## src/rtl/uart_pkg.sv

```systemverilog
// -----------------------------------------------------------------------------
// uart_pkg
// Shared definitions for the UART receive and transmit paths.
//   - uart_state_e : bit-level FSM state encoding (IDLE, START, DATA, STOP)
//   - OVERSAMPLE   : oversample ticks per bit period
//   - MID_SAMPLE   : tick count at the middle of the start bit
//   - LAST_SAMPLE  : tick count one full bit period after the previous sample
//   - uart_div()   : clock divider for the oversample tick, never below 1
// -----------------------------------------------------------------------------
package uart_pkg;

  typedef enum logic [1:0] {
    ST_IDLE  = 2'd0,
    ST_START = 2'd1,
    ST_DATA  = 2'd2,
    ST_STOP  = 2'd3
  } uart_state_e;

  localparam int unsigned OVERSAMPLE  = 16;
  localparam logic [3:0]  MID_SAMPLE  = 4'd7;
  localparam logic [3:0]  LAST_SAMPLE = 4'd15;

  // Integer-truncated divider; a zero result (very fast line) is clamped to 1
  // so the tick still fires every clock.
  function automatic int unsigned uart_div(input int unsigned clk_hz,
                                           input int unsigned baud,
                                           input int unsigned oversample);
    int unsigned div;
    div = clk_hz / (baud * oversample);
    return (div == 0) ? 1 : div;
  endfunction

endpackage

```

## src/rtl/uart_baud_tick.sv

```systemverilog
// -----------------------------------------------------------------------------
// uart_baud_tick
// Free-running divider producing a one-clock oversample tick every DIV cycles.
// Shared between the receiver and the transmitter.
// Ports:
//   clk     in   system clock
//   reset   in   synchronous, active-high reset
//   tick_o  out  registered one-cycle tick pulse
// -----------------------------------------------------------------------------
module uart_baud_tick #(
  parameter int unsigned DIV = 1
) (
  input  logic clk,
  input  logic reset,
  output logic tick_o
);

  localparam int unsigned   CW   = (DIV > 1) ? $clog2(DIV) : 1;
  localparam logic [CW-1:0] LAST = CW'(DIV - 1);

  logic [CW-1:0] cnt_q;
  logic          tick_q;

  // Divider counter and registered tick; with DIV=1 the tick stays high.
  always_ff @(posedge clk) begin
    if (reset) begin
      cnt_q  <= '0;
      tick_q <= 1'b0;
    end else if (cnt_q == LAST) begin
      cnt_q  <= '0;
      tick_q <= 1'b1;
    end else begin
      cnt_q  <= cnt_q + CW'(1);
      tick_q <= 1'b0;
    end
  end

  assign tick_o = tick_q;

endmodule

```

## src/rtl/uart_word_rx_core.sv

```systemverilog
// -----------------------------------------------------------------------------
// uart_word_rx_core
// 8N1 UART receiver assembling little-endian 32-bit words (or single bytes on
// request) with glitch rejection, framing-error detection and an inter-byte
// timeout that discards stale partial words.
// Ports:
//   clk       in   system clock
//   reset     in   synchronous, active-high reset
//   rx        in   asynchronous UART line, idle high
//   one_byte  in   1 = next completed word is a single byte
//   data_out  out  last completed word/byte (byte zero-extended)
//   data_end  out  one-cycle pulse: data_out just updated
//   rx_error  out  one-cycle pulse: framing error or timeout discarded data
//   busy      out  frame or partial word in progress
// -----------------------------------------------------------------------------
module uart_word_rx_core
  import uart_pkg::*;
#(
  parameter int unsigned CLK_HZ       = 100_000_000,
  parameter int unsigned BAUD         = 115_200,
  parameter int unsigned OVERSAMPLE   = 16,
  parameter int unsigned TIMEOUT_BITS = 40
) (
  input  logic        clk,
  input  logic        reset,
  input  logic        rx,
  input  logic        one_byte,
  output logic [31:0] data_out,
  output logic        data_end,
  output logic        rx_error,
  output logic        busy
);

  localparam int unsigned     DIV      = uart_div(CLK_HZ, BAUD, OVERSAMPLE);
  localparam int unsigned     TO_TICKS = TIMEOUT_BITS * OVERSAMPLE;
  localparam int unsigned     TO_W     = $clog2(TO_TICKS + 1);
  localparam logic [TO_W-1:0] TO_LAST  = TO_W'(TO_TICKS - 1);

  logic              sync1_q;
  logic              sync2_q;
  logic              rx_s;
  logic              tick_s;

  uart_state_e       state_q;
  logic [3:0]        os_cnt_q;
  logic [2:0]        bit_idx_q;
  logic [7:0]        shift_q;
  logic [1:0]        byte_cnt_q;
  logic [23:0]       word_q;
  logic [TO_W-1:0]   to_cnt_q;
  logic              armed_q;
  logic [31:0]       data_out_q;
  logic              data_end_q;
  logic              rx_error_q;
  logic              busy_q;

  uart_baud_tick #(
    .DIV (DIV)
  ) u_tick (
    .clk    (clk),
    .reset  (reset),
    .tick_o (tick_s)
  );

  // Two-flop synchronizer for the asynchronous line; resets to idle-high.
  always_ff @(posedge clk) begin
    if (reset) begin
      sync1_q <= 1'b1;
      sync2_q <= 1'b1;
    end else begin
      sync1_q <= rx;
      sync2_q <= sync1_q;
    end
  end

  assign rx_s = sync2_q;

  // Bit FSM, word assembly, timeout and registered outputs.
  // busy is updated on every transition that changes the FSM state or the
  // byte count so it always equals (state != IDLE) || (byte_cnt != 0).
  always_ff @(posedge clk) begin
    if (reset) begin
      state_q    <= ST_IDLE;
      os_cnt_q   <= 4'd0;
      bit_idx_q  <= 3'd0;
      shift_q    <= 8'd0;
      byte_cnt_q <= 2'd0;
      word_q     <= 24'd0;
      to_cnt_q   <= '0;
      armed_q    <= 1'b1;
      data_out_q <= 32'd0;
      data_end_q <= 1'b0;
      rx_error_q <= 1'b0;
      busy_q     <= 1'b0;
    end else begin
      data_end_q <= 1'b0;
      rx_error_q <= 1'b0;
      case (state_q)
        ST_IDLE: begin
          if (!armed_q) begin
            // After a framing error the line must return high before a new
            // falling edge is trusted as a start bit.
            if (rx_s) begin
              armed_q <= 1'b1;
            end
          end else if (!rx_s) begin
            // Start detection has priority over a simultaneous timeout.
            state_q  <= ST_START;
            os_cnt_q <= 4'd0;
            to_cnt_q <= '0;
            busy_q   <= 1'b1;
          end else if ((byte_cnt_q != 2'd0) && tick_s) begin
            if (to_cnt_q == TO_LAST) begin
              byte_cnt_q <= 2'd0;
              to_cnt_q   <= '0;
              rx_error_q <= 1'b1;
              busy_q     <= 1'b0;
            end else begin
              to_cnt_q <= to_cnt_q + TO_W'(1);
            end
          end
        end

        ST_START: begin
          if (tick_s) begin
            if (os_cnt_q == MID_SAMPLE) begin
              os_cnt_q <= 4'd0;
              if (!rx_s) begin
                state_q   <= ST_DATA;
                bit_idx_q <= 3'd0;
              end else begin
                // Line came back high before mid-bit: a glitch, not a frame.
                state_q <= ST_IDLE;
                busy_q  <= (byte_cnt_q != 2'd0);
              end
            end else begin
              os_cnt_q <= os_cnt_q + 4'd1;
            end
          end
        end

        ST_DATA: begin
          if (tick_s) begin
            if (os_cnt_q == LAST_SAMPLE) begin
              os_cnt_q  <= 4'd0;
              shift_q   <= {rx_s, shift_q[7:1]};
              bit_idx_q <= bit_idx_q + 3'd1;
              if (bit_idx_q == 3'd7) begin
                state_q <= ST_STOP;
              end
            end else begin
              os_cnt_q <= os_cnt_q + 4'd1;
            end
          end
        end

        ST_STOP: begin
          if (tick_s) begin
            if (os_cnt_q == LAST_SAMPLE) begin
              os_cnt_q <= 4'd0;
              state_q  <= ST_IDLE;
              if (!rx_s) begin
                // Framing error: drop this byte and any partial word.
                byte_cnt_q <= 2'd0;
                rx_error_q <= 1'b1;
                armed_q    <= 1'b0;
                busy_q     <= 1'b0;
              end else if ((byte_cnt_q == 2'd0) && one_byte) begin
                data_out_q <= {24'd0, shift_q};
                data_end_q <= 1'b1;
                busy_q     <= 1'b0;
              end else begin
                case (byte_cnt_q)
                  2'd0: begin
                    word_q[7:0] <= shift_q;
                    byte_cnt_q  <= 2'd1;
                    busy_q      <= 1'b1;
                  end
                  2'd1: begin
                    word_q[15:8] <= shift_q;
                    byte_cnt_q   <= 2'd2;
                    busy_q       <= 1'b1;
                  end
                  2'd2: begin
                    word_q[23:16] <= shift_q;
                    byte_cnt_q    <= 2'd3;
                    busy_q        <= 1'b1;
                  end
                  2'd3: begin
                    data_out_q <= {shift_q, word_q};
                    data_end_q <= 1'b1;
                    byte_cnt_q <= 2'd0;
                    busy_q     <= 1'b0;
                  end
                  default: begin
                    byte_cnt_q <= 2'd0;
                    busy_q     <= 1'b0;
                  end
                endcase
              end
            end else begin
              os_cnt_q <= os_cnt_q + 4'd1;
            end
          end
        end

        default: begin
          state_q  <= ST_IDLE;
          os_cnt_q <= 4'd0;
          busy_q   <= (byte_cnt_q != 2'd0);
        end
      endcase
    end
  end

  assign data_out = data_out_q;
  assign data_end = data_end_q;
  assign rx_error = rx_error_q;
  assign busy     = busy_q;

endmodule

```

## config.mk

```make
export PLATFORM = sky130hd
export DESIGN_NAME = uart_word_rx_core
export DESIGN_NICKNAME = d
export VERILOG_FILES = /design/src/rtl/uart_pkg.sv /design/src/rtl/uart_baud_tick.sv /design/src/rtl/uart_word_rx_core.sv
export SDC_FILE = /design/constraint.sdc
export NUM_CORES = 1
export LEC_CHECK = 0
export ABC_AREA = 1
export CORE_MARGIN = 2
export CORE_UTILIZATION = 50
export CTS_BUF_LIST = sky130_fd_sc_hd__clkbuf_2 sky130_fd_sc_hd__clkbuf_4 sky130_fd_sc_hd__clkbuf_8
export CTS_CLUSTER_DIAMETER = 120
export DETAILED_ROUTE_END_ITERATION = 10
export PLACE_DENSITY = 0.68
export SLEW_MARGIN = 20
export SYNTH_ARGS = -nofsm -noshare
export SYNTH_HDL_FRONTEND = slang
export SYNTH_SLANG_ARGS = --single-unit
```

## constraint.sdc

```tcl
create_clock -name clk -period 1.9 [get_ports clk]
set_clock_uncertainty 0.05 [all_clocks]
set_input_delay 0.475 -clock clk [delete_from_list [all_inputs] [get_ports clk]]
set_output_delay 0.475 -clock clk [all_outputs]
set_load 0.005 [all_outputs]
```

Yosys cells after proc, flatten, opt, wreduce, memory -nomap -nowiden:

Index checks and enable logic that the tools add are counted.

* word-level logic and storage cells: 152
* output and inout bits: 35
* input port bits: 4
* flip-flop bits (word level): 98

* equality and inequality tests: 31
* multiplexer cells: 69
* $add $sub $neg: 4
* reductions and logical operators: 25
* bitwise logic cells: 5

Operator list (count)
* 32-bit two-way mux: 2
* 2-bit two-way mux: 18
* 10-bit two-way mux: 3
* 1-bit two-way mux: 26
* 4-bit two-way mux: 6
* 2-bit inequality test (second input constant): 12
* 6-bit AND reduction: 4
* 9-bit AND reduction: 2
* 2-bit case mux with 4 select lines: 2
* 3-bit two-way mux: 5
* 4-bit case mux with 3 select lines: 1
* 10-bit by 1-bit adder with 10-bit output (second input constant): 1
* 10-bit == test (second input constant): 1
* 2-bit by 1-bit inequality test with 1-bit output (second input constant): 5
* 3-bit inequality test (second input constant): 3
* 2-bit == test (second input constant): 4
* 4-bit AND reduction: 2
* 8-bit AND reduction: 1
* 2-bit nonzero test: 4
* 6-bit by 1-bit adder with 6-bit output (second input constant): 1
* 6-bit == test (second input constant): 1
* 1-bit case mux with 2 select lines: 3
* 3-bit case mux with 2 select lines: 1
* 3-bit AND reduction: 2
* other kinds (16): 24

Longest topological paths before layout:

Gate-level depths: netlist of run 1.

* depth after elaboration: 8
* depth in mapped cells: 11
* depth with buffers taken out: 11

Hierarchy:

A second synthesis of run 1 with hierarchy kept.

* cell total of the unflattened synthesis: 590
* area total of the unflattened synthesis: 4309.1 um^2

By module, submodules not included
* uart_word_rx_core: area each 3992.6 um^2, cells each 555, sequential area each 1821.7 um^2, times used 1
* uart_baud_tick: area each 316.6 um^2, cells each 35, sequential area each 140.1 um^2, times used 1

Worst setup path after synthesis of run 1:

No wires, ideal clock.

* kind: reg2reg
* from: register byte_cnt_q[0]
* to: register to_cnt_q[8]
* stages on the path, launching flop included: 10
* setup time: 0.128 ns
* period minus slack after synthesis: 1.674 ns
* path slack: 0.226 ns
* arrival time: 1.495 ns
* required time: 1.722 ns
* path buffers: 0
* path through: dfxtp_1 > inv_1 > ha_1 > inv_1 > nand2_1 > a21oi_2 > nand2_1 > nor2_1 > xor2_1 > nor2_1

* longest elaborated chain between the ends: 4

RTL lines
* start: declaration: line uart_word_rx_core.sv:48 `logic [1:0] byte_cnt_q;`
* start signal: assignment: line uart_word_rx_core.sv:87 `byte_cnt_q <= 2'd0;`
* start signal: assignment: line uart_word_rx_core.sv:114 `byte_cnt_q <= 2'd0;`
* start signal: assignment: line uart_word_rx_core.sv:164 `byte_cnt_q <= 2'd0;`
* 2-bit nonzero test
* 1-bit logical AND: line uart_word_rx_core.sv:112 `end else if ((byte_cnt_q != 2'd0) && tick_s) begin`
* 2-bit by 1-bit inequality test with 1-bit output (no source line)
* 3-bit AND reduction (no source line)
* end signal: assignment: line uart_word_rx_core.sv:119 `to_cnt_q <= to_cnt_q + TO_W'(1);`
* end: declaration: line uart_word_rx_core.sv:50 `logic [TO_W-1:0] to_cnt_q;`

Every way passes these cells.
A chain may end at the register's enable or synchronous reset.

Worst setup path after layout of run 1:

* from: register data_out_q[4] (netlist: data_out[4])
* to: output data_out[4]

RTL lines
* start: declaration: line uart_word_rx_core.sv:52 `logic [31:0] data_out_q;`
* start signal: assignment: line uart_word_rx_core.sv:169 `data_out_q <= {24'd0, shift_q};`
* start signal: assignment: line uart_word_rx_core.sv:190 `data_out_q <= {shift_q, word_q};`
* end: declaration: line uart_word_rx_core.sv:28 `output logic [31:0] data_out,`

No word-level cell between the ends.

==> out/results.ini, run 1 <==
[global_routing]
grt_overflow=0
first_global_vias=3308
grt_pass1_wl_um=15000
antenna_found_initial=0
grt_use_total_pct=20.7
met3_usage_pct=4.03
gr-usage-met2_pct=33.2
grt_max_degree=44
use_met1_pct=27.7
busiest_layer=met2

[die]
design.die.area_mm2=0.00908
rows=33
die_y_um=95.3
die_x_um=95.3
start_util_pct=51.2
num_io_pins=39
core_area_mm2=0.00813

[drt]
final_antenna_net_count=0
drt_pre_antenna_iters=4
routed_wl_um=9180
drt_iter0_markers=196
wl_per_cell_um=13.3
drc=0
routed_via_density=5.25
vias=3627

[sta]
maxSlewHeadroom_pct=75.8
layout_setup_ws_ps=127
setup_viol=0
rsz0062_at_grt=no
setup_tns_ps=0
report.final.slew_viol_count=0
period_share_pct=93.3
hold_viol=0
layout_min_cycle_time_ps=1770
tightestPinTransition_ps=363
max_freq_ghz=0.564

[synth]
synth_area_leaders=dfxtp_1, nor2_1, nand2_1
synth_ff_type=dfxtp_1
yosysTopAreaCell=dfxtp_1
synth_common_cells=dfxtp_1, nor2_1, nand2_1, o21ai_0, inv_1
synth_seq_cells=98
synthArstFlopShare_pct=0
synth_top_area_share_pct=47.1
synth-edff-count=0
netlist_area_mm2=0.00417
yosysWarnings=0
syn_avg_cell_area_um2=7.85
syn-num-nets=549
syn_inst=531
seq_area_frac_synth_pct=47.1
yosysMostFrequentCell=dfxtp_1
synth_cell_types=33

[setup_path]
reg2reg_slack_ps=170
cp_slowest_cell=clkdlybuf4s50_1
worstPathCellList=clkdlybuf4s50_1
cp_num_buf_inv=1
required_ps=1370
path_class=reg2out
cp_slowest_stage_delay_ps=510
crit_path_start_kind=flip-flop
arrival_ps=1250
critPathCaptureType=primary output
crit_path_max_fanout=2
cp_top_family=buffers and inverters

[place]
dpl.hpwl_um=6200
dpl_worst_slack_ps=-160
gp_congestion=0.858
portBuffers=38

[clocking]
cts.sinks=98
clock_path_buffers=2
cts_tree=built
cts_hold_buf=0
root_buffer=clkbuf_8
clock_latency_ps=360
ctsHtreeMaxLevel=3
cts_inserted_buffers=9
path_clk_slew_ps=100

[job]
maxCapViolCount=0

[cells_and_area]
areaGrowthSynthToFinish_pct=20.7
layout.nets=599
layout-drive-gt1-share_pct=11.1
antenna_cells=0

[pwr]
p_clk_share_pct=32.2
p_sw_mw=1.31
p_total_mw=4.31
leakagePower_nw=1.92
p_int_mw=3.00
pwr-share-comb_pct=18.1
power_density_mw_per_mm2=858
ir_drop_v=0.000479
swShare_pct=30.4
pwr-share-seq_pct=49.6

[status]
status=finished, final reports clean

[hold_path]
min_path_type=reg2reg

-- power by group through the flow --
stage	Combinational, mW	Clock, mW	Sequential [mW]
finish	0.783	1.39	2.14
global route	0.885	1.51	2.15
CTS	0.753	1.43	2.14
detailed placement	0.748	0	2.19
global placement	0.734	0	2.18
floorplan	0.540	0	2.18
-- area by class of cell --
cell class | instances | area, um^2
clock inverter | 7 | 83.8
tap | 105 | 131
inverter | 48 | 184
sequential | 98 | 1960
multi-input combinational | 363 | 1920
clock buffer | 9 | 124
fill | 720 | 3110
timing repair buffer | 61 | 621
-- cells by family after synthesis --
family	after synthesis	synth area share (%)
flops	98	47.1
fa+ha+maj	14	4.20
xor+xnor	4	0.841
compound gates	129	17.6
simple gates	215	22.7
buf+inv	71	7.62
-- cell usage in the layout (no fill, tap or decap), types with 5 or more instances in the layout --
cell type	Yosys	final
dfxtp_1	98	96
nor2_4	4	5
a21oi_1	44	44
a22oi_1	24	24
o21ai_0	52	52
nand3_1	30	30
nand4_1	5	5
ha_1	14	13
clkbuf_8	0	9
nor2_1	85	84
inv_1	46	44
buf_4	0	18
nand2_1	76	75
clkdlybuf4s50_1	0	38
-- final timing paths --
kind	start	to	cells after the start
max reg2reg	flip-flop	word_q[2]	7
max	data_out[4]	data_out[4]	1
min	sync1_q	rx_s	1
min reg2reg	sync1_q	rx_s	1
-- per-stage QoR --
| step | instance area, um^2 | util (%) | hold WS (ps) | instances |
|---|---|---|---|---|
| after detailed placement | 4730 | 58.1 | 346 | 671 |
| after global placement | 4730 | 58.1 | 343 | 671 |
| final | 5030 | 61.8 | 370 | 691 |
| after floorplan | 4170 | - | 339 | 531 |
| after CTS | 4940 | 60.7 | 382 | 687 |
| after global routing | 5030 | 61.8 | 408 | 691 |
-- worst reg2reg max path: stages, from the launching register on --
cell and delay (ps):
dfxtp_1 420, ha_1 220, nand2_1 60, inv_1 170, nand3_4 180, nor2_4 280, buf_4 190, a21oi_1 60
-- state kept, by name, summed over array words and instances (netlist names), 2 cells and up, named ones only --
register and count:
os_cnt_q 4, shift_q 8, to_cnt_q 10, data_out 32
bit_idx_q 3, byte_cnt_q 2, word_q 24, u_tick.cnt_q 6
-- per-layer routing --
layer / share of wire (%) / up-vias / wire length (um)
li1: - / 1863 / -
met1: 47 / 1671 / 4300
met2: 47 / 81 / 4310
met3: 4.5 / 12 / 409
met4: 1.8 / 0 / 161
met5: 0 / - / 0
-- repair_timing --
item                       CTS  global route
buffers inserted             0             2
setup endpoints to repair    3            39
cloned                       0             2
pin swaps                    0             1
gates resized for setup      1             9
Power figures use the tool's default switching activity.
==> run 2, diff against run 1 <==
--- a/config.mk
+++ b/config.mk
@@ -11,7 +11,7 @@
 export CTS_BUF_LIST = sky130_fd_sc_hd__clkbuf_2 sky130_fd_sc_hd__clkbuf_4 sky130_fd_sc_hd__clkbuf_8
 export CTS_CLUSTER_DIAMETER = 120
 export DETAILED_ROUTE_END_ITERATION = 10
-export PLACE_DENSITY = 0.68
+export PLACE_DENSITY = 0.71
 export SLEW_MARGIN = 20
 export SYNTH_ARGS = -nofsm -noshare
 export SYNTH_HDL_FRONTEND = slang
==> run 2 against run 1 <==
Total power down 2.4%. Cell area down 1.3%. Clock-buffer cell count unchanged. First-iteration DRC count down 4.1%.
==> out/results.ini, run 2 (same netlist as run 1, synthesis figures left out) <==
[hold_path]
min_path_type=reg2reg

[die]
die_y_um=95.3  ; unchanged
rows=33  ; unchanged
design.die.area_mm2=0.00908  ; unchanged
core_area_mm2=0.00813  ; unchanged
num_io_pins=39  ; unchanged
die_x_um=95.3  ; unchanged
start_util_pct=51.2  ; unchanged

[place]
placed_area_mm2=0.00474  ; +0.26%
gp_congestion=0.899  ; +4.8%
dpl_worst_slack_ps=-226  ; -66.4 ps
dp_cells=671  ; unchanged
portBuffers=38  ; unchanged
dpl.hpwl_um=6200  ; +0.10%

[drt]
routed_via_density=5.15  ; -1.8%
drt_pre_antenna_iters=4  ; unchanged
drt_iter0_markers=188  ; -4.1%
drc=0  ; unchanged
routed_wl_um=9050  ; -1.5%
wl_per_cell_um=13.1  ; -1.0%
vias=3546  ; -2.2%
final_antenna_net_count=0  ; unchanged

[status]
status=finished, final reports clean

[clocking]
ctsHtreeMaxLevel=3  ; unchanged
cts.sinks=98  ; unchanged
path_clk_slew_ps=100  ; about the same
cts_hold_buf=0  ; unchanged
cts_tree=built
clock_path_buffers=2  ; unchanged
root_buffer=clkbuf_8
clock_latency_ps=360  ; about the same
cts_inserted_buffers=9  ; unchanged
cts_setup_buffers=0  ; unchanged

[pwr]
p_total_mw=4.21  ; -2.4%
leakagePower_nw=1.90  ; -1.3%
power_density_mw_per_mm2=849  ; -1.1%
ir_drop_v=0.000488  ; +1.8%

[cells_and_area]
final_cell_mix=dfxtp_1, nor2_1, nand2_1
largest_reg_flops=32  ; unchanged
final_common_cell=dfxtp_1
layout-drive-gt1-share_pct=10.5  ; -0.63 points
areaGrowthSynthToFinish_pct=19.0
antenna_cells=0  ; unchanged
final_area_mm2=0.00496  ; -1.3%
fill_cells=721  ; +0.14%
fin_util_pct=61.0  ; -0.83 points
fin_cells=688  ; -0.43%
layout.nets=596  ; -0.50%

[setup_path]
crit_path_max_fanout=2  ; unchanged
arrival_ps=1250  ; about the same
critPathCaptureType=primary output
worstPathCellList=clkdlybuf4s50_1
path_class=reg2out
cp_top_family=buffers and inverters
crit_path_start_kind=flip-flop
cp_num_buf_inv=1  ; unchanged
cp_slowest_stage_delay_ps=510  ; about the same
required_ps=1370  ; about the same
cp_slowest_cell=clkdlybuf4s50_1

[sta]
layout_min_cycle_time_ps=1770  ; -3.01 ps
report.final.slew_viol_count=0  ; unchanged
layout_setup_ws_ps=130  ; +3.01 ps
hold_viol=0  ; unchanged
max_freq_ghz=0.565  ; +0.17%
hold_ws_ps=372  ; +1.99 ps
setup_viol=0  ; unchanged
setup_tns_ps=0  ; unchanged
period_share_pct=93.2  ; -0.16 points
maxSlewHeadroom_pct=76.6  ; +0.77 points
tightestPinTransition_ps=350  ; -12.4 ps

[global_routing]
first_global_vias=3359  ; +1.5%
grt_use_total_pct=21.4  ; +0.62 points
grt_max_degree=44  ; unchanged
antenna_found_initial=0  ; unchanged
grt_pass1_wl_um=15400  ; +2.9%
grt_overflow=0  ; unchanged

[job]
maxCapViolCount=0  ; unchanged

-- run 2: area by class of cell --
class | count | area, um^2 | area share [%]
clock inverter | 7 | 71.3 | 1.44
sequential | 98 | 1960 | 39.6
timing repair buffer | 58 | 581 | 11.7
inverter | 48 | 184 | 3.71
tap | 105 | 131 | 2.65
multi-input combinational | 363 | 1910 | 38.4
clock buffer | 9 | 124 | 2.50
-- run 2: final timing paths --
check | to | cells past startpoint | slack, ps | from
worst max-delay path | data_out[17] | 1 | 130 | data_out[17]
worst min register to register | rx_s | 1 | 370 | sync1_q
worst min-delay path | rx_s | 1 | 370 | sync1_q
worst max register to register | word_q[3] | 7 | 150 | os_cnt_q[1]
-- run 2: power by group --
group	switching (mW)	leakage (nW)	total [mW]	internal (mW)
Sequential	0.0414	0.791	2.14	2.10
Combinational	0.499	1.01	0.768	0.269
Clock	0.786	0.0995	1.30	0.516
-- run 2: repair_timing --
| action | in CTS | in global routing |
|---|---|---|
| endpoints found under the setup margin | 7 | 18 |
| gates cloned | 1 | 0 |
| resized for setup | 1 | 6 |
-- run 2: metal layers --
metal	up-vias	share of wire, %	track usage [%]
met5	-	0	0
met4	0	0.46	4.35
met3	4	3.9	4.74
met2	69	47	36.2
met1	1622	48	28.1
li1	1851	-	-
-- run 2: worst register-to-register path, delay by kind of cell, from the launching register on --
family	cells	cell delay [ps]
and+or+nand+nor	4	720
DFF	1	380
adders and majority gates	1	240
buffers and inverters	1	190
AOI/OAI and AO/OA	1	70
==> run 3, diff against run 2 <==
--- a/config.mk
+++ b/config.mk
@@ -8,7 +8,7 @@
 export ABC_AREA = 1
 export CORE_MARGIN = 2
 export CORE_UTILIZATION = 50
-export CTS_BUF_LIST = sky130_fd_sc_hd__clkbuf_2 sky130_fd_sc_hd__clkbuf_4 sky130_fd_sc_hd__clkbuf_8
+export CTS_BUF_LIST = sky130_fd_sc_hd__clkbuf_16
 export CTS_CLUSTER_DIAMETER = 120
 export DETAILED_ROUTE_END_ITERATION = 10
 export PLACE_DENSITY = 0.71
@@ -16,3 +16,4 @@
 export SYNTH_ARGS = -nofsm -noshare
 export SYNTH_HDL_FRONTEND = slang
 export SYNTH_SLANG_ARGS = --single-unit
+export TNS_END_PERCENT = 20
==> run 3 against run 2 <==
Die area unchanged. Critical endpoint unchanged. Combinational power fell by 1%. Sequential power is essentially flat. Maximum frequency is 1.2% higher. Largest power group unchanged. Sequential share of layout area is 0.80 points lower. Register-to-register slack about the same. Global-route usage fell by 0.054 points. First-iteration DRC count rose by 15%.
==> out/results.ini, run 3 (same netlist as run 1, synthesis figures left out) <==
[drt]
routed_wl_um=9060  ; +0.18%
final_antenna_net_count=0  ; unchanged
wl_per_cell_um=13.2  ; +0.18%
routed_via_density=5.19  ; +0.73%
drt_iter0_markers=217  ; +15%
vias=3572  ; +0.73%
drt_pre_antenna_iters=4  ; unchanged
drc=0  ; unchanged

[global_routing]
grt_overflow=0  ; unchanged
grt_use_total_pct=21.3  ; -0.054 points
grt_max_degree=44  ; unchanged
antenna_found_initial=0  ; unchanged
first_global_vias=3382  ; +0.68%
grt_pass1_wl_um=15400  ; about the same

[sta]
tightestPinTransition_ps=376  ; +25.9 ps
hold_viol=0  ; unchanged
maxSlewHeadroom_pct=74.9  ; -1.7 points
setup_viol=0  ; unchanged
layout_setup_ws_ps=151  ; +21.5 ps
period_share_pct=92.0  ; -1.1 points
layout_min_cycle_time_ps=1750  ; -21.5 ps
report.final.slew_viol_count=0  ; unchanged
max_freq_ghz=0.572  ; +1.2%
rsz0062_at_grt=yes

[setup_path]
r2r-end=data_out[3]
arrival_ps=1220  ; -30 ps
path_class=reg2out
cp_slowest_stage_delay_ps=510  ; about the same
worstPathCellList=clkdlybuf4s50_1
crit_path_max_fanout=2  ; unchanged
cp_slowest_cell=clkdlybuf4s50_1
required_ps=1370  ; about the same
worstReg2RegStart=byte_cnt_q[0]
reg2reg_slack_ps=150  ; about the same
cp_num_buf_inv=1  ; unchanged
crit_path_start_kind=flip-flop
critPathCaptureType=primary output
r2r_cells=9  ; +2
cp_top_family=buffers and inverters

[clocking]
clock_path_buffers=2  ; unchanged
cts_inserted_buffers=9  ; unchanged
root_buffer=clkbuf_16
cts.sinks=98  ; unchanged
clock_latency_ps=350  ; about the same
ctsHtreeMaxLevel=3  ; unchanged
cts_tree=built
path_clk_slew_ps=70  ; -30 ps

[cells_and_area]
antenna_cells=0  ; unchanged
fill_cells=706  ; -2.1%
fin_util_pct=62.3  ; +1.3 points
areaGrowthSynthToFinish_pct=21.5
final_common_cell=dfxtp_1
layout-drive-gt1-share_pct=10.3  ; -0.17 points
final_cell_mix=dfxtp_1, nor2_1, nand2_1
layout.nets=596  ; unchanged
final_area_mm2=0.00506  ; +2.1%
largest_reg_flops=32  ; unchanged

[pwr]
p_clk_share_pct=37.9  ; +7.0 points
p_int_mw=3.29  ; +14%
p_sw_mw=1.38  ; +4.1%
ir_drop_v=0.000430  ; -12%
leakagePower_nw=1.95  ; +2.8%
pwr-share-comb_pct=16.2  ; -2.0 points
power_density_mw_per_mm2=923  ; +8.7%
swShare_pct=29.5  ; -2.0 points
pwr-share-seq_pct=45.8  ; -5.1 points

[hold_path]
min-delay-start=sync1_q
holdPathEnd=rx_s
worstHoldPathCells=1  ; unchanged
min_path_type=reg2reg

[die]
die_x_um=95.3  ; unchanged
num_io_pins=39  ; unchanged
rows=33  ; unchanged
core_area_mm2=0.00813  ; unchanged
design.die.area_mm2=0.00908  ; unchanged
die_y_um=95.3  ; unchanged
start_util_pct=51.2  ; unchanged

[place]
placed_area_mm2=0.00474  ; unchanged
dpl.hpwl_um=6200  ; unchanged
portBuffers=38  ; unchanged
dpl_worst_slack_ps=-226  ; unchanged
gp_congestion=0.899  ; unchanged

[status]
status=finished, final reports clean

[job]
maxCapViolCount=0  ; unchanged

[run 3: changes by cell type in the layout (fill, tap and decap cells not counted), sizes merged]
| cell | change |
|---|---|
| clkinvlp | -1 |
| inv | +1 |
[run 3: what timing repair did]
action                                  4_1_cts  5_1_grt
endpoints found under the setup margin        4       39
hold buffers                                  0        0
setup buffers                                 0        0
hold endpoints to repair                      0        0
gates cloned                                  0        1
gates resized for setup                       2        4
[run 3: worst max path at each step]
stage	from	endpoint	slack, ps	cells past startpoint
global route	byte_cnt_q[0]	data_out[0]	8	9
floorplan	byte_cnt_q[0]	to_cnt_q[8]	230	9
finish	data_out[17]	data_out[17]	150	1
CTS	os_cnt_q[1]	data_out[30]	-1	7
global placement	one_byte	data_out[23]	-140	6
detailed placement	one_byte	data_out[12]	-230	6
[run 3: metrics by stage]
step / power (mW) / std cells / TNS [ps] / hold slack, ps
4_1_cts: 4.69 / 687 / -1.46 / 363
2_1_floorplan: 2.72 / 531 / 0 / 339
3_3_place_gp: 2.92 / 671 / -3770 / 347
5_1_grt: 4.92 / 688 / 0 / 376
6_report: 4.67 / 688 / 0 / 362
3_5_place_dp: 2.93 / 671 / -5090 / 346
[run 3: power by group through the flow]
stage	Sequential, mW	Clock, mW	Combinational (mW)
after CTS	2.14	1.81	0.748
after global routing	2.15	1.90	0.872
after floorplan	2.18	0	0.540
final	2.14	1.77	0.759
after detailed placement	2.19	0	0.742
after global placement	2.18	0	0.731
[run 3: layout make-up]
cell class	count	area, um^2	share of cell area, %
Sequential cell	98	1960	38.8
Inverter	48	180	3.56
Multi-Input combinational cell	363	1910	37.8
Tap cell	105	131	2.59
Clock inverter	7	71.3	1.41
Timing Repair Buffer	58	581	11.5
Clock buffer	9	225	4.45
[run 3: routing by layer]
layer  GRT usage (%)  vias to the layer above  routed length, um
met4            5.43                        0                105
met1            27.5                     1635               4250
met3            4.98                        7                397
met5               0                        -                  0
met2            35.9                       72               4310
li1                -                     1858                  -
